### config.mk
export PLATFORM = sky130hd
export DESIGN_NAME = line_buffer_ctrl
export DESIGN_NICKNAME = d
export VERILOG_FILES = /design/src/rtl/line_buffer_ctrl.sv
export SDC_FILE = /design/constraint.sdc
export NUM_CORES = 1
export LEC_CHECK = 0
export ABC_AREA = 1
export CORE_MARGIN = 5
export CORE_UTILIZATION = 50
export CTS_CLUSTER_DIAMETER = 40
export DETAILED_ROUTE_END_ITERATION = 6
export HOLD_SLACK_MARGIN = 0.03
export PLACE_DENSITY_LB_ADDON = 0.3
export SKIP_LAST_GASP = 1
export SYNTH_ARGS = -nofsm -noshare
export SYNTH_HDL_FRONTEND = slang
export SYNTH_SLANG_ARGS = --single-unit
export TNS_END_PERCENT = 1
### constraint.sdc
create_clock -name CLK -period 2.2 [get_ports CLK]
set_input_delay 0.44 -clock CLK [delete_from_list [all_inputs] [get_ports CLK]]
set_output_delay 0.44 -clock CLK [all_outputs]
set_load 0.01 [all_outputs]
### src/rtl/line_buffer_ctrl.sv
// Ring sequencer for NUM_LB line buffers feeding a 3x3 window stage.
// Define LB_CTRL_OVF_EN to add a sticky overflow flag (o_overflow / i_ovf_clr).
module line_buffer_ctrl #(
    parameter int RL         = 640,
    parameter int DATA_WIDTH = 8,
    parameter int NUM_LB     = 4
) (
    input  logic                  CLK,
    input  logic                  RST,
`ifdef LB_CTRL_OVF_EN
    input  logic                  i_ovf_clr,
    output logic                  o_overflow,
`endif
    input  logic                  i_pix_valid,
    input  logic [DATA_WIDTH-1:0] i_pix_data,
    output logic                  o_pix_ready,
    output logic [NUM_LB-1:0]     o_lb_wren,
    output logic [DATA_WIDTH-1:0] o_lb_data,
    input  logic                  i_rd_ready,
    output logic [NUM_LB-1:0]     o_lb_rden,
    output logic                  o_win_valid,
    output logic [1:0]            o_win_sel,
    output logic                  o_line_done
);

    localparam int CW = $clog2(RL);
    localparam int TW = $clog2(NUM_LB * RL + 1);
    localparam logic [CW-1:0] RL_LAST = CW'(RL - 1);
    localparam logic [TW-1:0] LINE    = TW'(RL);
    localparam logic [TW-1:0] THREE   = TW'(3 * RL);
    localparam logic [TW-1:0] FULL    = TW'(NUM_LB * RL);

    typedef enum logic [0:0] {IDLE, READ} state_t;

    state_t          state;
    logic [1:0]      wr_sel;
    logic [1:0]      rd_sel;
    logic [CW-1:0]   wr_cnt;
    logic [CW-1:0]   rd_cnt;
    logic [TW-1:0]   total_cnt;
    logic            wr_fire;
    logic            rd_fire;
    logic            retire;

    always_comb begin
        o_pix_ready = (total_cnt < FULL);
        wr_fire     = i_pix_valid & o_pix_ready;
        rd_fire     = (state == READ) & i_rd_ready;
        retire      = rd_fire & (rd_cnt == RL_LAST);
        o_lb_data   = i_pix_data;
        o_lb_wren   = wr_fire ? (NUM_LB'(1) << wr_sel) : '0;
        // The three read rows are every buffer except the one three ahead of rd_sel.
        o_lb_rden   = rd_fire ? ~(NUM_LB'(1) << (rd_sel + 2'd3)) : '0;
    end

    always_ff @(posedge CLK or posedge RST) begin
        if (RST) begin
            state       <= IDLE;
            wr_sel      <= '0;
            rd_sel      <= '0;
            wr_cnt      <= '0;
            rd_cnt      <= '0;
            total_cnt   <= '0;
            o_win_valid <= 1'b0;
            o_win_sel   <= '0;
            o_line_done <= 1'b0;
        end else begin
            if (wr_fire) begin
                if (wr_cnt == RL_LAST) begin
                    wr_cnt <= '0;
                    wr_sel <= wr_sel + 2'd1;
                end else begin
                    wr_cnt <= wr_cnt + CW'(1);
                end
            end
            total_cnt   <= total_cnt + TW'(wr_fire) - (retire ? LINE : '0);
            // Window qualifiers trail o_lb_rden by the buffer's read latency.
            o_win_valid <= rd_fire;
            o_win_sel   <= rd_sel;
            o_line_done <= retire;
            case (state)
                IDLE: begin
                    if (total_cnt >= THREE) state <= READ;
                end
                READ: begin
                    if (rd_fire) begin
                        if (rd_cnt == RL_LAST) begin
                            rd_cnt <= '0;
                            rd_sel <= rd_sel + 2'd1;
                            state  <= IDLE;
                        end else begin
                            rd_cnt <= rd_cnt + CW'(1);
                        end
                    end
                end
                default: state <= IDLE;
            endcase
        end
    end

`ifdef LB_CTRL_OVF_EN
    always_ff @(posedge CLK or posedge RST) begin
        if (RST) begin
            o_overflow <= 1'b0;
        end else if (i_pix_valid & ~o_pix_ready) begin
            o_overflow <= 1'b1;
        end else if (i_ovf_clr) begin
            o_overflow <= 1'b0;
        end
    end
`endif

endmodule

After elaboration in Yosys (flattened, before gate mapping) --
Cells that the tools add are included. W data, S select, Z words.
Cells by class: bitwise logic cells 5, equality and inequality tests 2, add/sub/neg operators 7, reduce and logical (&&, ||, !) cells 3, mux-type cells 9, shift-type cells 2, div/mod/pow operators 0, $lt $le $gt $ge 2, $mul 0
Operators with widths (number):
- $mux W10 | 3
- $add A10 B1 Y10 const B | 2
- $eq A10 B10 Y1 const B | 2
- $add A12 B1 Y12 | 1
- $ge A12 B11 Y1 const B | 1
- $lt A12 B12 Y1 const B | 1
- $sub A12 B10 Y12 | 1
- $mux W4 | 2
- $shl A1 B2 Y4 const A | 2
- $add A2 B1 Y2 const B | 2
- $not A4 Y4 | 1
- $reduce_and A2 Y1 | 2
- $and A1 B1 Y1 | 3
- $mux W1 | 3
- $reduce_and A3 Y1 | 1
- $add A2 B2 Y2 const B | 1
- $pmux W1 S2 | 1
- $not A1 Y1 | 1
Storage, ports and cells: output and inout bits 21, memories 0, RAM bits 0, latch bits 0, word-level logic and storage cells 39, flip-flop bits (word level) 41, bits in read-only memories 0

Logic depth before layout (Yosys ltp) --
Gate-level depths: netlist of run 1.
depth after elaboration 4, mapped depth 15, mapped depth without buffers 15

Worst setup path before layout of run 1 --
Ideal clock, no wire load.
kind flip-flop to flip-flop, start point register rd_cnt[0], end point register total_cnt[11], arrival time 2065 ps, cell stages (with the launch flop) 15, clock period less this slack 2182 ps, slack 18 ps, cell sequence dfrtp_1 > ha_1 > nand2_1 > nor2_4 > nand3_4 > nor2_8 > inv_2 > ha_1 > ha_1 > nand2_1 > inv_1 > a21oi_1 > nand3_1 > nand2_1 > nand2_1
Between the ends: word-level cells in the longest chain between the ends 4
Ends and longest elaborated chain:
- start: declaration | line 39 | logic [CW-1:0] rd_cnt;
- start signal: assignment | line 92 | rd_cnt <= rd_cnt + CW'(1);
- $eq A10 B10 Y1 | line 49 | retire = rd_fire & (rd_cnt == RL_LAST);
- $and A1 B1 Y1 | line 49
- net retire | line 43 | logic retire;
- $mux W10 | line 76 | total_cnt <= total_cnt + TW'(wr_fire) - (retire ? LINE : '0);
- $sub A12 B10 Y12 | line 76
- end signal: assignment | line 76
- end: declaration | line 40 | logic [TW-1:0] total_cnt;
The timed path passes the listed nets, and every way through them passes these cells. A chain may end at the register's enable or synchronous reset.

Worst setup path after layout of run 1 --
start point register total_cnt[10], end point output port o_lb_wren[1]
Between the ends: word-level cells in the longest chain between the ends 3
Ends and longest elaborated chain:
- $lt A12 B12 Y1 | line 46 | o_pix_ready = (total_cnt < FULL);
- $and A1 B1 Y1 | line 47 | wr_fire = i_pix_valid & o_pix_ready;
- $mux W4 | line 51 | o_lb_wren = wr_fire ? (NUM_LB'(1) << wr_sel) : '0;
- end: declaration | line 17 | output logic [NUM_LB-1:0] o_lb_wren,
No other way between the ends.

==> flow_summary.json, run 1 <==
{
  "outcome": "finished with violations",
  "violations": "negative setup slack",
  "critical_path_class": "reg -> out",
  "antenna_found_initial": 0,
  "grt_max_degree": 32,
  "syn_nets": 380,
  "ys_types": 30,
  "power.internal_mw": 2.36,
  "finalSetupTns_ps": -452,
  "synth_area_mm2": 0.00272,
  "p_leak_nw": 1.75,
  "cts_htree_levels": 2,
  "path_clk_slew_ps": 80,
  "period_needed_ps": 2310,
  "grt_overflow": 0,
  "cp-end-kind": "primary output",
  "mostFrequentLayoutCells": "nand2_1 (74), inv_1 (56), dfrtp_1 (41)",
  "p_sw_mw": 1.91,
  "track_usage_pct": 14.5,
  "cts_made_buffers": 5,
  "fin_worst_skew_ps": 4.57,
  "netSwitchingFraction_pct": 44.7,
  "dp.cells": 429,
  "final-instance-count-excl-fill": 438,
  "clk_latency_ps": 290,
  "dp_hpwl_mm": 3.76,
  "finalSetupViolations": 9,
  "start_util_pct": 52.2,
  "drc": 0,
  "post-route-period-util_pct": 105,
  "required_ps": 1760,
  "row_count": 26,
  "powerDensity_mw_per_mm2": 1360,
  "drive_gt1_share_pct": 12.5,
  "yosys_warnings": 0,
  "grt_pass1_vias": 1934,
  "irDropWorstVdd_mv": 1.00,
  "worstMarginPinSlew_ps": 471,
  "final-hold-violation-count": 0,
  "firstDrtPassIters": 4,
  "clkSinkCount": 41,
  "syn_inst": 335,
  "die_area_mm2": 0.00701,
  "rsz0062_at_grt": "true",
  "place_area_mm2": 0.00304,
  "grt_pass1_wl_mm": 8.40,
  "diodes": 0,
  "seq_area_frac_synth_pct": 37.7,
  "viasPerCell": 4.82,
  "postLayoutCoreUtil_pct": 60.4,
  "cap_viol_max_count": 0,
  "syn_avg_cell_area_um2": 8.12,
  "r2r-start": "rd_cnt[1]",
  "num-nets-final": 412,
  "fmax_mhz": 432,
  "clkPwrFrac_pct": 11.2,
  "ant_nets": 0,
  "arrival_ps": 1870,
  "p_seq_share_pct": 30.6,
  "core_area_mm2": 0.00520,
  "numPortBuffers": 16,
  "area_growth_pct": 15.7,
  "clk_path_buf_depth": 2,
  "fillCellCount": 462,
  "hold_class": "in -> async",
  "fin_area_mm2": 0.00315,
  "vias": 2112,
  "postCtsHoldBufs": 0,
  "pwr-share-comb_pct": 58.2,
  "worstPathMaxFanout": 9,
  "place.gp.congestion": 0.886,
  "critPathLaunch": "total_cnt[10]",
  "slew_viol_final": 0,
  "fp.dieW_um": 83.7,
  "ys_ff_latch": 41,
  "r2r_slack_ps": -30,
  "critPathLaunchType": "flop",
  "first_iter_violations": 52,
  "tritoncts": "done",
  "slew_headroom_pct": 68.5,
  "worst_slack_ps": -113,
  "clockRootBuffer": "clkbuf_8",
  "io_pins": 33,
  "die_h_um": 83.7,
  "wl_per_cell_um": 11.0,
  "wl_mm": 4.80,
  "mostFrequentLayoutCell": "nand2_1"
}
through the flow:
stage / power [mW] / hold slack (ps) / worst slack (ps)
2_1_floorplan: 3.04 / 401 / 17.6
3_5_place_dp: 3.77 / 447 / -321
5_1_grt: 4.76 / 482 / -216
3_3_place_gp: 3.71 / 425 / -294
6_report: 4.27 / 459 / -113
4_1_cts: 4.32 / 465 / -130
critical path, stage by stage (launching register included):
cell and delay (ps):
dfrtp_1 400, inv_1 80, ha_1 210, nand2_2 100, nand3_4 140, nor2_1 110
clkdlybuf4s50_1 540
logic make-up (layout without fill, tap and decap cells):
logic type      count (synthesis)  in the layout  synth area share [%]
simple gates                  162            162                  28.3
buf+inv                        69            102                  10.8
flops                          41             41                  37.7
fa+ha+maj                      33             33                  15.2
xor+xnor                       16             16                  5.43
compound gates                 14             14                  2.58
what timing repair did:
item                       in CTS  in global routing
resized for setup               3                  2
pin swaps                       1                  0
gates cloned                    0                  0
setup endpoints to repair      12                 14
buffers inserted                1                  0
layer usage:
metal	wire [um]	track usage (%)	vias to the layer above
met3	244	3.85	7
li1	-	-	1090
met1	2160	18.3	973
met2	2350	24.4	42
met4	56	4.39	0
met5	0	0	-
path summary, 6_finish.rpt:
| check | end | cells past startpoint |
|---|---|---|
| min in group CLK | o_win_sel[1] | 0 |
| hold / removal | wr_cnt[4] | 2 |
| setup reg to reg | total_cnt[11] | 14 |
| setup / recovery | o_lb_wren[1] | 6 |
| max in group asynchronous | total_cnt[6] | 3 |
| hold reg to reg | o_win_sel[1] | 0 |
Yosys cell counts (all sizes together):
master  count  share of area (%)
nand2      79                 11
inv        59                8.2
dfrtp      41                 38
nor2       41                7.0
ha         33                 15
nand3      24                5.2
xor2       12                4.1
buf         9                2.4
nand4       9                2.1
o21ai       8                1.5
a21oi       6                1.1
nor3        4                1.2
xnor2       4                1.3
nand3b      2               0.55
nor3b       2               0.55
clkinv      1               0.18
or2         1               0.23
cell type report:
| class | instances | area, um^2 | share of cell area (%) |
|---|---|---|---|
| clock buffers | 6 | 72.6 | 2.31 |
| clock inverters | 2 | 10.0 | 0.318 |
| inverters | 60 | 229 | 7.28 |
| multi-input cells | 225 | 1410 | 44.9 |
| flip-flops and latches | 41 | 1030 | 32.6 |
| well taps | 70 | 87.6 | 2.78 |
| repair buffers | 34 | 309 | 9.82 |
power groups by stage:
| stage | logic, mW | clock network, mW | registers, mW |
|---|---|---|---|
| 4_1_cts | 2.50 | 0.505 | 1.31 |
| 5_1_grt | 2.88 | 0.531 | 1.35 |
| 3_3_place_gp | 2.40 | 0 | 1.31 |
| 3_5_place_dp | 2.45 | 0 | 1.32 |
| 2_1_floorplan | 1.78 | 0 | 1.26 |
| 6_report | 2.49 | 0.477 | 1.31 |
flip-flops by register name, summed over array words and instances (netlist names):
| name | flops |
|---|---|
| rd_sel | 2 |
| o_line_done | 1 |
| state | 1 |
| o_win_sel | 2 |
| wr_sel | 2 |
| rd_cnt | 10 |
| o_win_valid | 1 |
| total_cnt | 12 |
| wr_cnt | 10 |
Note: power is estimated with default switching activity, not from simulation.
==> run 2: changes to the inputs <==
- SLEW_MARGIN: default -> 40
==> results of run 2 <==
Same layout as run 1: the final DEF is identical, and so are final timing and power.
==> run 3: changes to the inputs <==
- GPL_TIMING_DRIVEN: default -> 0
==> flow_summary.json, run 3 (synthesis gave the netlist of run 1 again) <==
{
  "violations": "negative setup slack",
  "outcome": "finished with violations",
  "numPortBuffers": 24,
  "worstMarginPinSlew_ps": 515,
  "mostFrequentLayoutCells": "nand2_1 (74), inv_1 (55), dfrtp_1 (41)",
  "period_needed_ps": 2390,
  "rr_endpoint": "total_cnt[11]",
  "fmax_mhz": 419,
  "largest_register_ffs": 12,
  "core_area_mm2": 0.00520,
  "cts_htree_levels": 2,
  "hold_class": "reg -> reg",
  "finalSetupTns_ps": -940,
  "r2r_slack_ps": -160,
  "dp_hpwl_mm": 3.64,
  "num-nets-final": 414,
  "hold_start": "rd_sel[1]",
  "row_count": 26,
  "critPathLaunchType": "input port",
  "wl_mm": 4.91,
  "p_total_mw": 4.29,
  "cts_made_buffers": 5,
  "wl_per_cell_um": 11.2,
  "dp_slack_ps": -583,
  "hold_ws_ps": 437,
  "grt_max_degree": 42,
  "firstDrtPassIters": 4,
  "ant_nets": 0,
  "fin_area_mm2": 0.00322,
  "final-hold-violation-count": 0,
  "slew_viol_final": 0,
  "place.gp.congestion": 0.845,
  "diodes": 0,
  "vias": 2104,
  "post-route-period-util_pct": 108,
  "worst_slack_ps": -186,
  "r2r-start": "rd_cnt[0]",
  "drc": 0,
  "area_growth_pct": 18.4,
  "viasPerCell": 4.78,
  "hold_depth": 0,
  "critical_path_class": "in -> reg",
  "grt_overflow": 0,
  "first_iter_violations": 66,
  "drive_gt1_share_pct": 12.4,
  "slew_headroom_pct": 65.7,
  "required_ps": 2390,
  "clk_path_buf_depth": 2,
  "clockRootBuffer": "clkbuf_8",
  "fin_worst_skew_ps": 8.47,
  "die_area_mm2": 0.00701,
  "io_pins": 33,
  "clk_latency_ps": 300,
  "p_leak_nw": 1.75,
  "top_regs": "total_cnt x12, rd_cnt x10, wr_cnt x10",
  "rsz0062_at_grt": "true",
  "grt_pass1_vias": 2054,
  "fillCellCount": 459,
  "antenna_found_initial": 0,
  "dp.cells": 429,
  "finalSetupViolations": 6,
  "mostFrequentLayoutCell": "nand2_1",
  "holdPathEnd": "o_win_sel[1]",
  "postCtsHoldBufs": 0,
  "regMostFlops": "total_cnt",
  "clkSinkCount": 41,
  "powerDensity_mw_per_mm2": 1330,
  "final-instance-count-excl-fill": 440,
  "cp-end-kind": "flop",
  "fp.dieW_um": 83.7,
  "grt_pass1_wl_mm": 8.67,
  "start_util_pct": 52.2,
  "r2r_cells": 13,
  "tritoncts": "done",
  "die_h_um": 83.7,
  "arrival_ps": 2570,
  "irDropWorstVdd_mv": 0.851,
  "track_usage_pct": 14.9,
  "path_clk_slew_ps": 90,
  "place_area_mm2": 0.00305,
  "postLayoutCoreUtil_pct": 61.8,
  "worstPathMaxFanout": 8,
  "cap_viol_max_count": 0
}
run 3: layout make-up:
cell class / count / area (um^2) / area share, %
Clock buffer: 5 / 68.8 / 2.14
Inverter: 60 / 231 / 7.19
Sequential cell: 41 / 1030 / 31.9
Timing Repair Buffer: 27 / 264 / 8.20
Clock inverter: 3 / 46.3 / 1.44
Tap cell: 70 / 87.6 / 2.72
Multi-Input combinational cell: 225 / 1430 / 44.3
Buffer: 9 / 67.6 / 2.10
run 3: critical path: stages:
cell and delay [ps]:
clkdlybuf4s50_1 500, nand2_4 110, inv_4 80, nand3_4 110
nor2_8 140, inv_2 70, ha_1 300, ha_1 330
nand2_2 90, nor2_2 130, nand3_1 110, nand4_1 100
nand2_1 50
run 3: worst max path at each step:
stage,startpoint,depth (start not counted),to,slack (ps)
CTS,total_cnt[10],7,o_lb_wren[2],-200
floorplan,rd_cnt[0],14,total_cnt[11],20
detailed placement,i_rd_ready,13,total_cnt[11],-580
finish,i_rd_ready,13,total_cnt[11],-190
global route,i_rd_ready,14,total_cnt[11],-320
global placement,i_rd_ready,13,total_cnt[11],-580
run 3: report_power, final:
group          internal (mW)  switching, mW
Sequential              1.05          0.253
Clock                  0.340          0.277
Combinational          0.959           1.41
Total                   2.35           1.94
run 3: timing repair:
action,in CTS,in global routing
resized for setup,3,7
pin swaps,2,1
setup buffers,3,0
endpoints found under the setup margin,8,11
run 3: per-layer routing:
layer | global-route usage, % | up-vias | wire length, um
met2 | 25.5 | 40 | 2370
met5 | 0 | - | 0
met3 | 3.65 | 4 | 226
met4 | 5.70 | 0 | 51
li1 | - | 1095 | -
met1 | 18.1 | 965 | 2270
